==> src/rtl/alu_op_sequencer.sv <==
// Opcode stimulus sequencer for the processor's switch port: steps in_switch through
// 0..N_OPS-1, captures final_output once per hold window, and exposes a 16-entry result buffer.
module alu_op_sequencer #(
  parameter int unsigned HOLD_CYCLES   = 24,
  parameter int unsigned SAMPLE_OFFSET = 20,
  parameter int unsigned N_OPS         = 15
) (
  input  logic        CLK,
  input  logic        RESET,
  input  logic        start,
  input  logic        abort,
  input  logic [3:0]  final_output,
  input  logic [3:0]  rd_addr,
  output logic        select_input,
  output logic [3:0]  in_switch,
  output logic [3:0]  rd_data,
  output logic [15:0] valid,
  output logic        busy,
  output logic        done
);

  localparam logic [1:0] ST_IDLE  = 2'd0;
  localparam logic [1:0] ST_APPLY = 2'd1;
  localparam logic [1:0] ST_DONE  = 2'd2;

  localparam logic [7:0] LAST_CNT   = 8'(HOLD_CYCLES - 1);
  localparam logic [7:0] SAMPLE_CNT = 8'(SAMPLE_OFFSET);
  localparam logic [3:0] LAST_OP    = 4'(N_OPS - 1);

  logic [1:0]  state_q, state_d;
  logic [3:0]  op_idx_q, op_idx_d;
  logic [7:0]  cnt_q, cnt_d;
  logic [15:0] valid_q, valid_d;
  logic        cap_en;
  logic [3:0]  result_q [16];
  logic [3:0]  rd_data_q;
  logic        sel_q, sel_d;
  logic [3:0]  sw_q, sw_d;
  logic        busy_q, busy_d;
  logic        done_q, done_d;

  always_comb begin
    state_d  = state_q;
    op_idx_d = op_idx_q;
    cnt_d    = cnt_q;
    valid_d  = valid_q;
    cap_en   = 1'b0;
    case (state_q)
      ST_IDLE: begin
        if (start) begin
          valid_d  = '0;
          op_idx_d = '0;
          cnt_d    = '0;
          state_d  = ST_APPLY;
        end
      end
      ST_APPLY: begin
        if (cnt_q == SAMPLE_CNT) begin
          cap_en           = 1'b1;
          valid_d[op_idx_q] = 1'b1;
        end
        if (cnt_q == LAST_CNT) begin
          cnt_d = '0;
          if (op_idx_q == LAST_OP) state_d = ST_DONE;
          else                     op_idx_d = op_idx_q + 4'd1;
        end else begin
          cnt_d = cnt_q + 8'd1;
        end
        // Abort overrides completion but not the capture decided above.
        if (abort) state_d = ST_IDLE;
      end
      ST_DONE: state_d = ST_IDLE;
      default: state_d = ST_IDLE;
    endcase
  end

  // Outputs are decoded from next state so they are registered yet cycle-aligned with state.
  always_comb begin
    sel_d  = (state_d != ST_APPLY);
    sw_d   = (state_d == ST_APPLY) ? op_idx_d : 4'd0;
    busy_d = (state_d == ST_APPLY);
    done_d = (state_d == ST_DONE);
  end

  always_ff @(posedge CLK) begin
    if (RESET) begin
      state_q   <= ST_IDLE;
      op_idx_q  <= '0;
      cnt_q     <= '0;
      valid_q   <= '0;
      rd_data_q <= '0;
      sel_q     <= 1'b1;
      sw_q      <= '0;
      busy_q    <= 1'b0;
      done_q    <= 1'b0;
      for (int unsigned i = 0; i < 16; i++) result_q[i] <= '0;
    end else begin
      state_q   <= state_d;
      op_idx_q  <= op_idx_d;
      cnt_q     <= cnt_d;
      valid_q   <= valid_d;
      rd_data_q <= result_q[rd_addr];
      sel_q     <= sel_d;
      sw_q      <= sw_d;
      busy_q    <= busy_d;
      done_q    <= done_d;
      if (cap_en) result_q[op_idx_q] <= final_output;
    end
  end

  assign select_input = sel_q;
  assign in_switch    = sw_q;
  assign rd_data      = rd_data_q;
  assign valid        = valid_q;
  assign busy         = busy_q;
  assign done         = done_q;

endmodule

==> config.mk <==
export PLATFORM = sky130hd
export DESIGN_NAME = alu_op_sequencer
export DESIGN_NICKNAME = d
export VERILOG_FILES = /design/src/rtl/alu_op_sequencer.sv
export SDC_FILE = /design/constraint.sdc
export NUM_CORES = 1
export LEC_CHECK = 0
export ABC_AREA = 1
export BUFFER_PORTS_ARGS = -buffer_cell sky130_fd_sc_hd__buf_4
export CELL_PAD_IN_SITES_DETAIL_PLACEMENT = 1
export CELL_PAD_IN_SITES_GLOBAL_PLACEMENT = 1
export CORE_MARGIN = 5
export CORE_UTILIZATION = 45
export CTS_CLUSTER_DIAMETER = 100
export CTS_CLUSTER_SIZE = 40
export DETAILED_ROUTE_END_ITERATION = 6
export PLACE_DENSITY_LB_ADDON = 0.05
export SLEW_MARGIN = 5
export SYNTH_ARGS = -nofsm -noshare
export SYNTH_HDL_FRONTEND = slang
export SYNTH_SLANG_ARGS = --single-unit
==> constraint.sdc <==
create_clock -name CLK -period 1.8 [get_ports CLK]
set_input_delay 0.18 -clock CLK [delete_from_list [all_inputs] [get_ports CLK]]
set_output_delay 0.18 -clock CLK [all_outputs]
set_load 0.02 [all_outputs]
# After elaboration in Yosys (flattened, before gate mapping)
# Memory sizes are Yosys's and may differ from the RTL's. A register that Yosys moved wholly into a read port is not among the register bits.
# Cells that the tools add are included.
word_totals:
  register_bits: 37
  ramBits: 64
  input_bits: 12
  out_inout_bits: 27
  word_cells: 58
  mem_count: 1
op_classes:
  add_sub_neg: 2
  order_cmp: 2
  eq_ne: 9
  mux: 27
  bitwise: 2
  n_reduce_logical: 7
memory_table:
  columns: ["name", "words", "width", "rd", "rd_ports_with_merged_regs", "write_ports", "line", "source"]
  rows:
  - ["result_q", 16, 4, 1, 1, 16, "35", "logic [3:0] result_q [16];"]
ops:
  columns: ["op", "count"]
  rows:
  - ["16-bit 2-to-1 mux", 2]
  - ["16-bit case mux with 2 select lines", 1]
  - ["4-bit 2-to-1 mux", 5]
  - ["8-bit by 5-bit == test with 1-bit output (second input constant)", 2]
  - ["8-bit 2-to-1 mux", 2]
  - ["16-bit OR", 1]
  - ["8-bit case mux with 2 select lines", 1]
  - ["1-bit 2-to-1 mux", 9]
  - ["8-bit by 1-bit adder with 8-bit output (second input constant)", 1]
  - ["2-bit 2-to-1 mux", 4]
  - ["4-bit case mux with 2 select lines", 1]
  - ["4-bit by 5-bit less-than comparator with 1-bit output (second input constant)", 1]
  - ["4-bit by 1-bit adder with 4-bit output (second input constant)", 1]
  - ["1-bit demux with 4-bit select", 1]
  - ["2-bit by 1-bit == test with 1-bit output (second input constant)", 2]
  - ["4-bit == test (second input constant)", 1]
  - ["4-bit by 1-bit greater-or-equal comparator with 1-bit output (second input constant)", 1]
  - ["2-bit inequality test (second input constant)", 2]
  - ["2-bit case mux with 2 select lines", 1]
  - ["4-bit OR reduction", 1]
  - ["3-bit AND reduction", 1]
  - ["2-bit == test (second input constant)", 1]
  - ["2-bit zero test", 1]
  - ["2-bit by 1-bit inequality test with 1-bit output (second input constant)", 1]
  - ["other kinds (5)", 5]

# Longest topological paths before layout
# Gate-level depths: netlist (run 1).
depth:
  depth_word: 8
  mapped_depth: 10
  mapped_depth_nobuf: 10

# Least setup slack after synthesis (run 1)
# No wires, ideal clock.
synth_path:
  path_kind: "flip-flop to flip-flop"
  startpoint: "reg cnt_q[5]"
  endpoint: "mem result_q[14][0] (enable)"
  setup_time_ns: 0.308
  t_arrival_ns: 1.247
  required_ns: 1.492
  slack_ns: 0.245
  path_stages_with_launch: 9
  n_path_buf: 1
  period_less_slack_ns: 1.555
  cell_sequence: "dfxtp_1 -> inv_2 -> nand2_1 -> nor2_2 -> nand4_2 -> nor2_4 -> buf_6 -> nand2_2 -> nand2_1"
synth_lines:
  columns: ["element", "line", "source"]
  rows:
  - ["start, declared", "32", "logic [7:0] cnt_q, cnt_d;"]
  - ["start signal, assigned", "100", "cnt_q <= cnt_d;"]
  - ["end, declared", "35", null]

==> reports/results.ini, run 1 <==
[global_route]
gr-total-overflow = 0
track_usage_pct = 20.4
antenna_found_initial = 0
grt_pass1_vias = 4209
grt_pass1_wl_um = 20600
grt_max_degree = 33

[yosys]
synth_cell_type_count = 23
ys_warn_count = 0
syn-num-nets = 619
synth.avg_cell_area_um2 = 8.10
ys_ff_latch = 105
postSynthCellCount = 601
synthSimpleGateAreaFrac_pct = 29.1
synth_top_family_by_area = simple AND/OR/NAND/NOR gates
synth_xor_area_share_pct = 0.180
netlist_area_um2 = 4870
yosysSeqAreaShare_pct = 56.3
synthMuxAreaShare_pct = 0
synth_compound_area_share_pct = 4.42
synth_adder_area_share_pct = 1.54

[clocking]
cts-buffers-inserted = 9
cts_root_buf = clkbuf_8
htree_levels = 3
clock_sinks = 105
clk-insertion-delay-late_ps = 370
cts_buffer_depth = 2
clkSlewWorstSetupHoldPaths_ps = 100
cts_tree = built

[placement]
io_buffers = 38
dpl.hpwl_um = 9250
place_ws_ps = -20.7
placed_area_um2 = 5350
place.gp.congestion = 0.821
dp_cells = 770

[final_layout]
final_nets = 660
drive_gt1_share_pct = 14.8
final_cell_mix = nand2_1, nor2_1, inv_1
final_common_cell = nand2_1
postLayoutCellArea_um2 = 5610
stdcell_count = 787
num_antenna_cells = 0
synthToLayoutAreaGrowth_pct = 15.2

[sta]
setup_violations = 0
clock.fmax_ghz = 0.588
rsz0062_at_grt = true
slew_headroom_pct = 45.9
slew_viol_final = 0
final-hold-violation-count = 0
fin_crit_sh_pct = 94.4
fin_ws_ps = 100
fin_hold_ws_ps = 115
skew_ps = 8.64
fin_crit_ps = 1700
worst_pin_slew_ps = 806

[route]
vias_per_cell = 5.03
routed_wl_um = 12600
drc = 0
firstDrtPassIters = 4
ant_nets = 0
drt_iter0_markers = 149
wl_per_cell_um = 16.0
vias = 3956

[critical_path]
crit_slowest_cell = dfxtp_4
cp.required_ps = 1880
arrival_ps = 1780
crit_type = flop to flop
slowest_delay_ps = 370
crit_path_cell_trace = inv_1 -> ha_1 -> inv_1 -> nor2_1 -> buf_4 -> nand2_2 -> nand2_1
cpMostUsedCell = inv_1
end_kind = flop
critPathMaxFanout = 5
worst_setup_path_start_kind = flop

[run_status]
run_status = finished, final reports clean

[power_and_ir_drop]
power_mw = 4.61
ir_worst_vdd_v = 0.000483
swShare_pct = 23.5
clkPwrFrac_pct = 35.2
pwr-share-seq_pct = 56.9
p_per_area_nw_per_um2 = 823
intPower_mw = 3.53
p_sw_mw = 1.09
combinationalPowerShare_pct = 8.0
leakage_nw = 2.42

[hold_path]
holdCritPathClass = primary input to flop

[floorplanning]
dieWidth_um = 114
start_util_pct = 45.5
die_area_um2 = 13000
pin_count = 39
rows = 38
die_h_um = 114
core_um2 = 10700

[flow_run]
max-cap-violations = 0

worst paths after layout:
check                            startpoint         endpoint  slack (ps)  cells after the start
worst max-delay path            op_idx_q[0]  result_q[14][2]         100                      7
worst min-delay path             rd_addr[3]       rd_data[3]         120                      3
worst max register to register  op_idx_q[0]  result_q[14][2]         100                      7
worst min register to register     valid[2]         valid[2]         460                      2
final cells by class:
class                      count  area (um2)
fill                        1320        5090
clock buffer                  10         138
multi-input combinational    391        1740
clock inverter                 6        81.3
timing repair buffer          54         420
tap                          140         175
inverter                      81         304
sequential                   105        2750
per-stage QoR:
step           TNS [ps]  util, %
2_1_floorplan         0        -
3_3_place_gp          0     50.0
3_5_place_dp      -33.6     50.0
4_1_cts               0     52.1
5_1_grt            -349     52.4
6_report              0     52.4
synthesized netlist by cell type, drive strengths merged:
| master | count | area, um2 |
|---|---|---|
| nor2 | 103 | 404 |
| o21ai | 11 | 55.1 |
| nor3 | 1 | 5.00 |
| nand2 | 175 | 682 |
| buf | 6 | 38.8 |
| ha | 6 | 75.1 |
| a21oi | 32 | 160 |
| dfxtp | 41 | 821 |
| and2 | 1 | 6.26 |
| nand4 | 3 | 25.0 |
| clkbuf | 18 | 67.6 |
| inv | 81 | 304 |
| edfxtp | 64 | 1920 |
| nand3 | 56 | 280 |
| xnor2 | 1 | 8.76 |
| nor4 | 2 | 12.5 |
layer usage:
| layer | part of all wire (%) | up-vias | global-route usage (%) |
|---|---|---|---|
| met2 | 52 | 51 | 37.5 |
| met4 | 1.6 | 0 | 6.33 |
| li1 | - | 1974 | - |
| met5 | 0 | - | 0 |
| met3 | 3.0 | 16 | 3.24 |
| met1 | 43 | 1915 | 24.4 |
sequential cells by signal, summed over array words and instances, names as in the netlist:
name and count:
result_q 64, op_idx_q 4, busy 1, state_q 2
rd_data 4, cnt_q 8, select_input 1, valid 16
in_switch 4, done 1
logic make-up (layout without fill, tap and decap cells):
kind of cell               count (synthesis)  in the layout
and+or+nand+nor                          341            341
DFF                                      105            105
buffers and inverters                    105            151
AOI/OAI and AO/OA                         43             43
adders and majority gates                  6              6
xor gates and xnor gates                   1              1
power groups by stage:
stage / Clock (mW) / Combinational (mW) / Sequential, mW
detailed placement: 0 / 0.365 / 2.68
global placement: 0 / 0.353 / 2.68
global route: 1.77 / 0.409 / 2.63
finish: 1.62 / 0.368 / 2.62
CTS: 1.66 / 0.369 / 2.63
floorplan: 0 / 0.212 / 2.69
what timing repair did:
item	4_1_cts	5_1_grt
endpoints found under the hold margin	2	0
buffers inserted	0	0
resized for setup	1	14
hold buffers	1	0
endpoints found under the setup margin	5	50
worst max-delay path, delay by kind of cell (launching register included):
| kind | cells | cell delay [ps] |
|---|---|---|
| simple gates | 3 | 480 |
| fa+ha+maj | 1 | 170 |
| buf+inv | 3 | 380 |
| flops | 1 | 370 |
No activity file was read; power rests on OpenSTA's default activity.
==> inputs of run 2 (changes only) <==
==> constraint.sdc (replaced) <==
create_clock -name CLK -period 1.8 [get_ports CLK]
set_input_delay 0 -clock CLK [delete_from_list [all_inputs] [get_ports CLK]]
set_output_delay 0 -clock CLK [all_outputs]
set_load 0.02 [all_outputs]
==> run 2 against run 1 <==
Net effect:
- total power decreased by 7.3%
- core utilization decreased by 0.64 points
- register-to-register slack improved by 30 ps
- die area stayed put
- first-iteration DRC count increased by 13%
- global-route usage is 0.064 points lower
- fmax is 1.5% higher
- clock power decreased by 20%
- final area shrank 1.2%
- flip-flop and latch count is the same
- critical path depth decreased by 1
- clock-buffer cell count increased by 1
- largest cell class unchanged
==> reports/results.ini, run 2 (same netlist as run 1, synthesis figures left out) <==
[route]
routed_wl_um = 12500  ; was 12600 um
vias_per_cell = 5.03  ; about the same
drt_iter0_markers = 168  ; was 149
wl_per_cell_um = 15.9  ; was 16.0 um
ant_nets = 0  ; unchanged
drc = 0  ; unchanged
firstDrtPassIters = 4  ; unchanged
vias = 3940  ; was 3956

[clocking]
clkSlewWorstSetupHoldPaths_ps = 100  ; about the same
cts-buffers-inserted = 9  ; unchanged
cts_root_buf = clkbuf_8  ; unchanged
clock_sinks = 105  ; unchanged
cts_buffer_depth = 2  ; unchanged
clk-insertion-delay-late_ps = 370  ; about the same
htree_levels = 3  ; unchanged
cts_tree = built  ; unchanged

[hold_path]
hold_depth = 4  ; was 3
holdCritPathClass = primary input to flop  ; unchanged
worstHoldStart = rd_addr[2]  ; was rd_addr[3]
hold_end = rd_data[1]  ; was rd_data[3]

[power_and_ir_drop]
p_sw_mw = 1.07  ; was 1.09 mW
clkPwrFrac_pct = 30.1  ; was 35.2%
intPower_mw = 3.20  ; was 3.53 mW
p_per_area_nw_per_um2 = 772  ; was 823 nW/um2
pwr-share-seq_pct = 61.4  ; was 56.9%
combinationalPowerShare_pct = 8.5  ; was 8.0%
leakage_nw = 2.38  ; was 2.42 nW
swShare_pct = 25.1  ; was 23.5%
ir_worst_vdd_v = 0.000356  ; was 0.000483 V

[final_layout]
nFillCells = 1336  ; was 1320
final_common_cell = nand2_1  ; unchanged
final_cell_mix = nand2_1, nor2_1, inv_1  ; unchanged
utilization_pct = 51.8  ; was 52.4%
postLayoutCellArea_um2 = 5540  ; was 5610 um2
drive_gt1_share_pct = 14.3  ; was 14.8%
num_antenna_cells = 0  ; unchanged
seqCellArea_um2 = 2740  ; was 2750 um2
regMostFlops = result_q  ; unchanged
multiInputGateArea_um2 = 1760  ; was 1740 um2
synthToLayoutAreaGrowth_pct = 13.8  ; was 15.2%
largest_reg_flops = 64  ; unchanged
final_nets = 657  ; was 660

[critical_path]
crit_type = flop to flop  ; unchanged
cp-startpoint = op_idx_q[1]  ; was op_idx_q[0]
critPathMaxFanout = 7  ; was 5
cp.required_ps = 1880  ; about the same
timing.rr.end = result_q[14][1]  ; was result_q[14][2]
end_kind = flop  ; unchanged
ff2ff_path_depth = 6  ; was 7
rr_startpoint = op_idx_q[1]  ; was op_idx_q[0]
rrSetupSlack_ps = 130  ; was 100 ps
arrival_ps = 1750  ; was 1780 ps
worst_setup_path_start_kind = flop  ; unchanged

[sta]
slew_headroom_pct = 46.2  ; was 45.9%
final-hold-violation-count = 0  ; unchanged
skew_ps = 8.81  ; was 8.64 ps
fin_crit_sh_pct = 93.0  ; was 94.4%
fin_crit_ps = 1670  ; was 1700 ps
fin_hold_ws_ps = 45.8  ; was 115 ps
rsz0062_at_grt = true  ; unchanged
clock.fmax_ghz = 0.597  ; was 0.588 GHz
setup_violations = 0  ; unchanged
worst_pin_slew_ps = 802  ; was 806 ps
slew_viol_final = 0  ; unchanged

[global_route]
grt_max_degree = 34  ; was 33
antenna_found_initial = 0  ; unchanged
grt_pass1_vias = 4229  ; was 4209
grt_pass1_wl_um = 20700  ; was 20600 um
track_usage_pct = 20.4  ; about the same
gr-total-overflow = 0  ; unchanged

[floorplanning]
pin_count = 39  ; unchanged
dieWidth_um = 114  ; unchanged
die_h_um = 114  ; unchanged
die_area_um2 = 13000  ; unchanged
core_um2 = 10700  ; unchanged
start_util_pct = 45.5  ; unchanged
rows = 38  ; unchanged

[run_status]
run_status = finished, final reports clean  ; unchanged

[flow_run]
max-cap-violations = 0  ; unchanged

[placement]
place.gp.congestion = 0.815  ; was 0.821
placed_area_um2 = 5310  ; was 5350 um2
io_buffers = 38  ; unchanged
dpl.hpwl_um = 9140  ; was 9250 um

-- run 2: cell types whose count changed in the layout (fill, tap and decap cells not counted), moves of 2 or more --
cell,before,now
dlygate4sd3_1,1,3
bufinv_16,2,0
nand2_1,154,149
buf_4,52,47
nand2_2,21,26
clkbuf_1,0,2
-- run 2: through the flow --
stage | power, mW | setup slack [ps] | setup TNS [ps] | cells
global placement | 3.02 | 40.2 | 0 | 765
CTS | 4.31 | 14.3 | 0 | 784
finish | 4.28 | 126 | 0 | 784
detailed placement | 3.04 | -0.657 | -0.657 | 765
floorplan | 2.90 | 245 | 0 | 601
global route | 4.47 | -27.2 | -532 | 784
-- run 2: worst max path at each step --
stage | to | slack, ps | cells after the start
3_5_place_dp | cnt_q[5] | -0.7 | 4
2_1_floorplan | result_q[14][0] | 250 | 8
6_report | result_q[14][1] | 130 | 6
4_1_cts | result_q[13][0] | 10 | 8
5_1_grt | result_q[15][2] | -30 | 8
3_3_place_gp | cnt_q[5] | 40 | 4
-- run 2: cell type report --
type | instances | share of cell area, %
Timing Repair Buffer | 51 | 7.27
Inverter | 81 | 5.49
Clock inverter | 5 | 0.407
Tap cell | 140 | 3.16
Sequential cell | 105 | 49.5
Multi-Input combinational cell | 391 | 31.8
Clock buffer | 11 | 2.37
-- run 2: metal layers --
layer  up-vias  track usage [%]  wire length (um)
met5         -                0                 0
met4         0             7.21               242
met3        18             3.93               472
met2        56             35.7              6280
met1      1903             25.0              5500
li1       1963                -                 -
-- run 2: power by group through the flow --
stage	sequential [mW]	combinational, mW	clock, mW
detailed placement	2.68	0.358	0
floorplan	2.69	0.212	0
global placement	2.68	0.345	0
CTS	2.63	0.364	1.32
finish	2.62	0.364	1.29
global route	2.63	0.404	1.43
-- run 2: repair_timing --
item | in CTS | in global routing
buffers inserted | 0 | 0
hold buffers | 3 | 0
endpoints found under the hold margin | 16 | 0
resized for setup | 1 | 18
endpoints found under the setup margin | 3 | 69
pin swaps | 0 | 1
-- run 2: critical path, stage by stage (launching register included) --
cell and delay, ps:
dfxtp_1 460, ha_1 220, inv_1 90, nor2_1 200, buf_4 170, nand2_2 90
nand2_1 170
==> inputs of run 3 (changes only) <==
REMOVE_ABC_BUFFERS = 1   (was default)
==> run 3 against run 2 <==
Net effect:
- worst hold slack worse by 14 ps
- core utilization increased by 0.48 points
- total power is 5.2% higher
- register-to-register slack worse by 20 ps
- clock skew increased by 5.3 ps
- critical path depth stayed put
- clock power is 16% higher
- final cell count up 0.13%
- worst setup slack worse by 18 ps
- sequential power hardly changed
- first-iteration DRC count is 31% higher
==> reports/results.ini, run 3 (same netlist as run 1, synthesis figures left out) <==
[final_layout]
utilization_pct = 52.3  ; was 51.8%
final_cell_mix = nand2_1, nor2_1, inv_1  ; unchanged
drive_gt1_share_pct = 14.7  ; was 14.3%
num_antenna_cells = 0  ; unchanged
largest_reg_flops = 64  ; unchanged
nFillCells = 1310  ; was 1336
multiInputGateArea_um2 = 1750  ; was 1760 um2
regMostFlops = result_q  ; unchanged
synthToLayoutAreaGrowth_pct = 14.9  ; was 13.8%
final_nets = 658  ; was 657
seqCellArea_um2 = 2740  ; unchanged
final_common_cell = nand2_1  ; unchanged

[sta]
worst_pin_slew_ps = 705  ; was 802 ps
slew_headroom_pct = 53.0  ; was 46.2%
setup_violations = 0  ; unchanged
skew_ps = 14.1  ; was 8.81 ps
fin_crit_ps = 1690  ; was 1670 ps
final-hold-violation-count = 0  ; unchanged
fin_crit_sh_pct = 94.0  ; was 93.0%
clock.fmax_ghz = 0.591  ; was 0.597 GHz
slew_viol_final = 0  ; unchanged
fin_ws_ps = 108  ; was 126 ps
rsz0062_at_grt = true  ; unchanged

[power_and_ir_drop]
pwr-share-seq_pct = 58.3  ; was 61.4%
power_mw = 4.50  ; was 4.28 mW
leakage_nw = 2.40  ; was 2.38 nW
p_sw_mw = 1.10  ; was 1.07 mW
intPower_mw = 3.40  ; was 3.20 mW
swShare_pct = 24.5  ; was 25.1%
p_per_area_nw_per_um2 = 805  ; was 772 nW/um2
ir_worst_vdd_v = 0.000388  ; was 0.000356 V
combinationalPowerShare_pct = 8.2  ; was 8.5%
clkPwrFrac_pct = 33.4  ; was 30.1%

[critical_path]
crit_type = flop to flop  ; unchanged
crit_slowest_cell = dfxtp_2  ; was dfxtp_1
cp-endpoint = result_q[6][2]  ; was result_q[14][1]
timing.rr.end = result_q[6][2]  ; was result_q[14][1]
cpMostUsedCell = inv_1
rrSetupSlack_ps = 110  ; was 130 ps
cp-startpoint = op_idx_q[0]  ; was op_idx_q[1]
end_kind = flop  ; unchanged
crit_path_cell_trace = inv_1 -> ha_1 -> inv_1 -> nor2_1 -> nand2_2 -> nand2_1  ; was ha_1 -> inv_1 -> nor2_1 -> buf_4 -> nand2_2 -> nand2_1
rr_startpoint = op_idx_q[0]  ; was op_idx_q[1]
arrival_ps = 1760  ; was 1750 ps
path_delay_family = simple AND/OR/NAND/NOR gates  ; unchanged
slowest_delay_ps = 360  ; was 460 ps
crit_buf_inv = 2  ; unchanged
ff2ff_path_depth = 6  ; unchanged
cp.required_ps = 1870  ; was 1880 ps
critPathMaxFanout = 5  ; was 7
worst_setup_path_start_kind = flop  ; unchanged
path_depth = 6  ; unchanged

[floorplanning]
dieWidth_um = 114  ; unchanged
start_util_pct = 45.5  ; unchanged
die_area_um2 = 13000  ; unchanged
pin_count = 39  ; unchanged
core_um2 = 10700  ; unchanged
die_h_um = 114  ; unchanged
rows = 38  ; unchanged

[placement]
dpl.hpwl_um = 9220  ; was 9140 um
place_ws_ps = 52.4  ; was -0.657 ps
io_buffers = 38  ; unchanged
place.gp.congestion = 0.813  ; was 0.815

[global_route]
grt_pass1_wl_um = 20800  ; was 20700 um
gr-total-overflow = 0  ; unchanged
antenna_found_initial = 0  ; unchanged
track_usage_pct = 20.6  ; was 20.4%
grt_max_degree = 34  ; unchanged
grt_pass1_vias = 4249  ; was 4229

[clocking]
cts-buffers-inserted = 9  ; unchanged
cts_setup_buffers = 0  ; unchanged
cts_buffer_depth = 2  ; unchanged
htree_levels = 3  ; unchanged
cts_root_buf = clkbuf_8  ; unchanged
clock_sinks = 105  ; unchanged
clkSlewWorstSetupHoldPaths_ps = 100  ; about the same
clk-insertion-delay-late_ps = 370  ; about the same
cts_tree = built  ; unchanged

[hold_path]
holdCritPathClass = primary input to flop  ; unchanged
worstHoldStart = rd_addr[2]  ; unchanged
hold_depth = 4  ; unchanged

[route]
drc = 0  ; unchanged
routed_wl_um = 12800  ; was 12500 um
ant_nets = 0  ; unchanged
vias = 3898  ; was 3940
wl_per_cell_um = 16.3  ; was 15.9 um
firstDrtPassIters = 4  ; unchanged
drt_iter0_markers = 220  ; was 168
vias_per_cell = 4.97  ; was 5.03

[run_status]
run_status = finished, final reports clean  ; unchanged

[flow_run]
max-cap-violations = 0  ; unchanged

[run 3: final cells by class]
class	instances	share of cell area (%)
timing repair buffer	52	7.34
sequential	105	49.1
multi-input combinational	391	31.4
clock inverter	6	1.16
tap	140	3.13
inverter	81	5.44
clock buffer	10	2.46
[run 3: tightest hold or removal path, stage by stage]
cell and delay, ps:
buf_4 140, nand3_1 100, nand3_1 70, a21oi_1 60
[run 3: worst min-delay path by stage]
| stage | to |
|---|---|
| finish | rd_data[0] |
| global route | rd_data[0] |
| CTS | rd_data[0] |
| detailed placement | done |
| global placement | state_q[1] |
| floorplan | cnt_q[1] |
[run 3: power by group through the flow]
stage               clock, mW  combinational (mW)  sequential (mW)
floorplan                   0               0.180             2.69
global placement            0               0.353             2.68
detailed placement          0               0.363             2.68
CTS                      1.54               0.370             2.63
global route             1.65               0.408             2.63
finish                   1.50               0.370             2.62
[run 3: layer usage]
metal | vias up | routed length, um | share of wire (%) | track usage (%)
li1 | 1964 | - | - | -
met3 | 18 | 525 | 4.1 | 3.55
met5 | - | 0 | 0 | 0
met2 | 69 | 6690 | 52 | 37.3
met4 | 0 | 213 | 1.7 | 6.89
met1 | 1847 | 5380 | 42 | 24.7
[run 3: through the flow]
stage / setup TNS, ps / cells / hold WS, ps / area, um2
floorplan: 0 / 577 / 69.1 / 4760
global placement: 0 / 766 / 189 / 5320
detailed placement: 0 / 766 / 190 / 5320
CTS: 0 / 785 / 18.7 / 5550
global route: -232 / 785 / 38.6 / 5590
finish: 0 / 785 / 32.2 / 5590
[run 3: what timing repair did]
item | CTS | global route
hold buffers | 3 | 0
endpoints found under the setup margin | 0 | 69
resized for setup | 0 | 17
hold endpoints to repair | 15 | 0
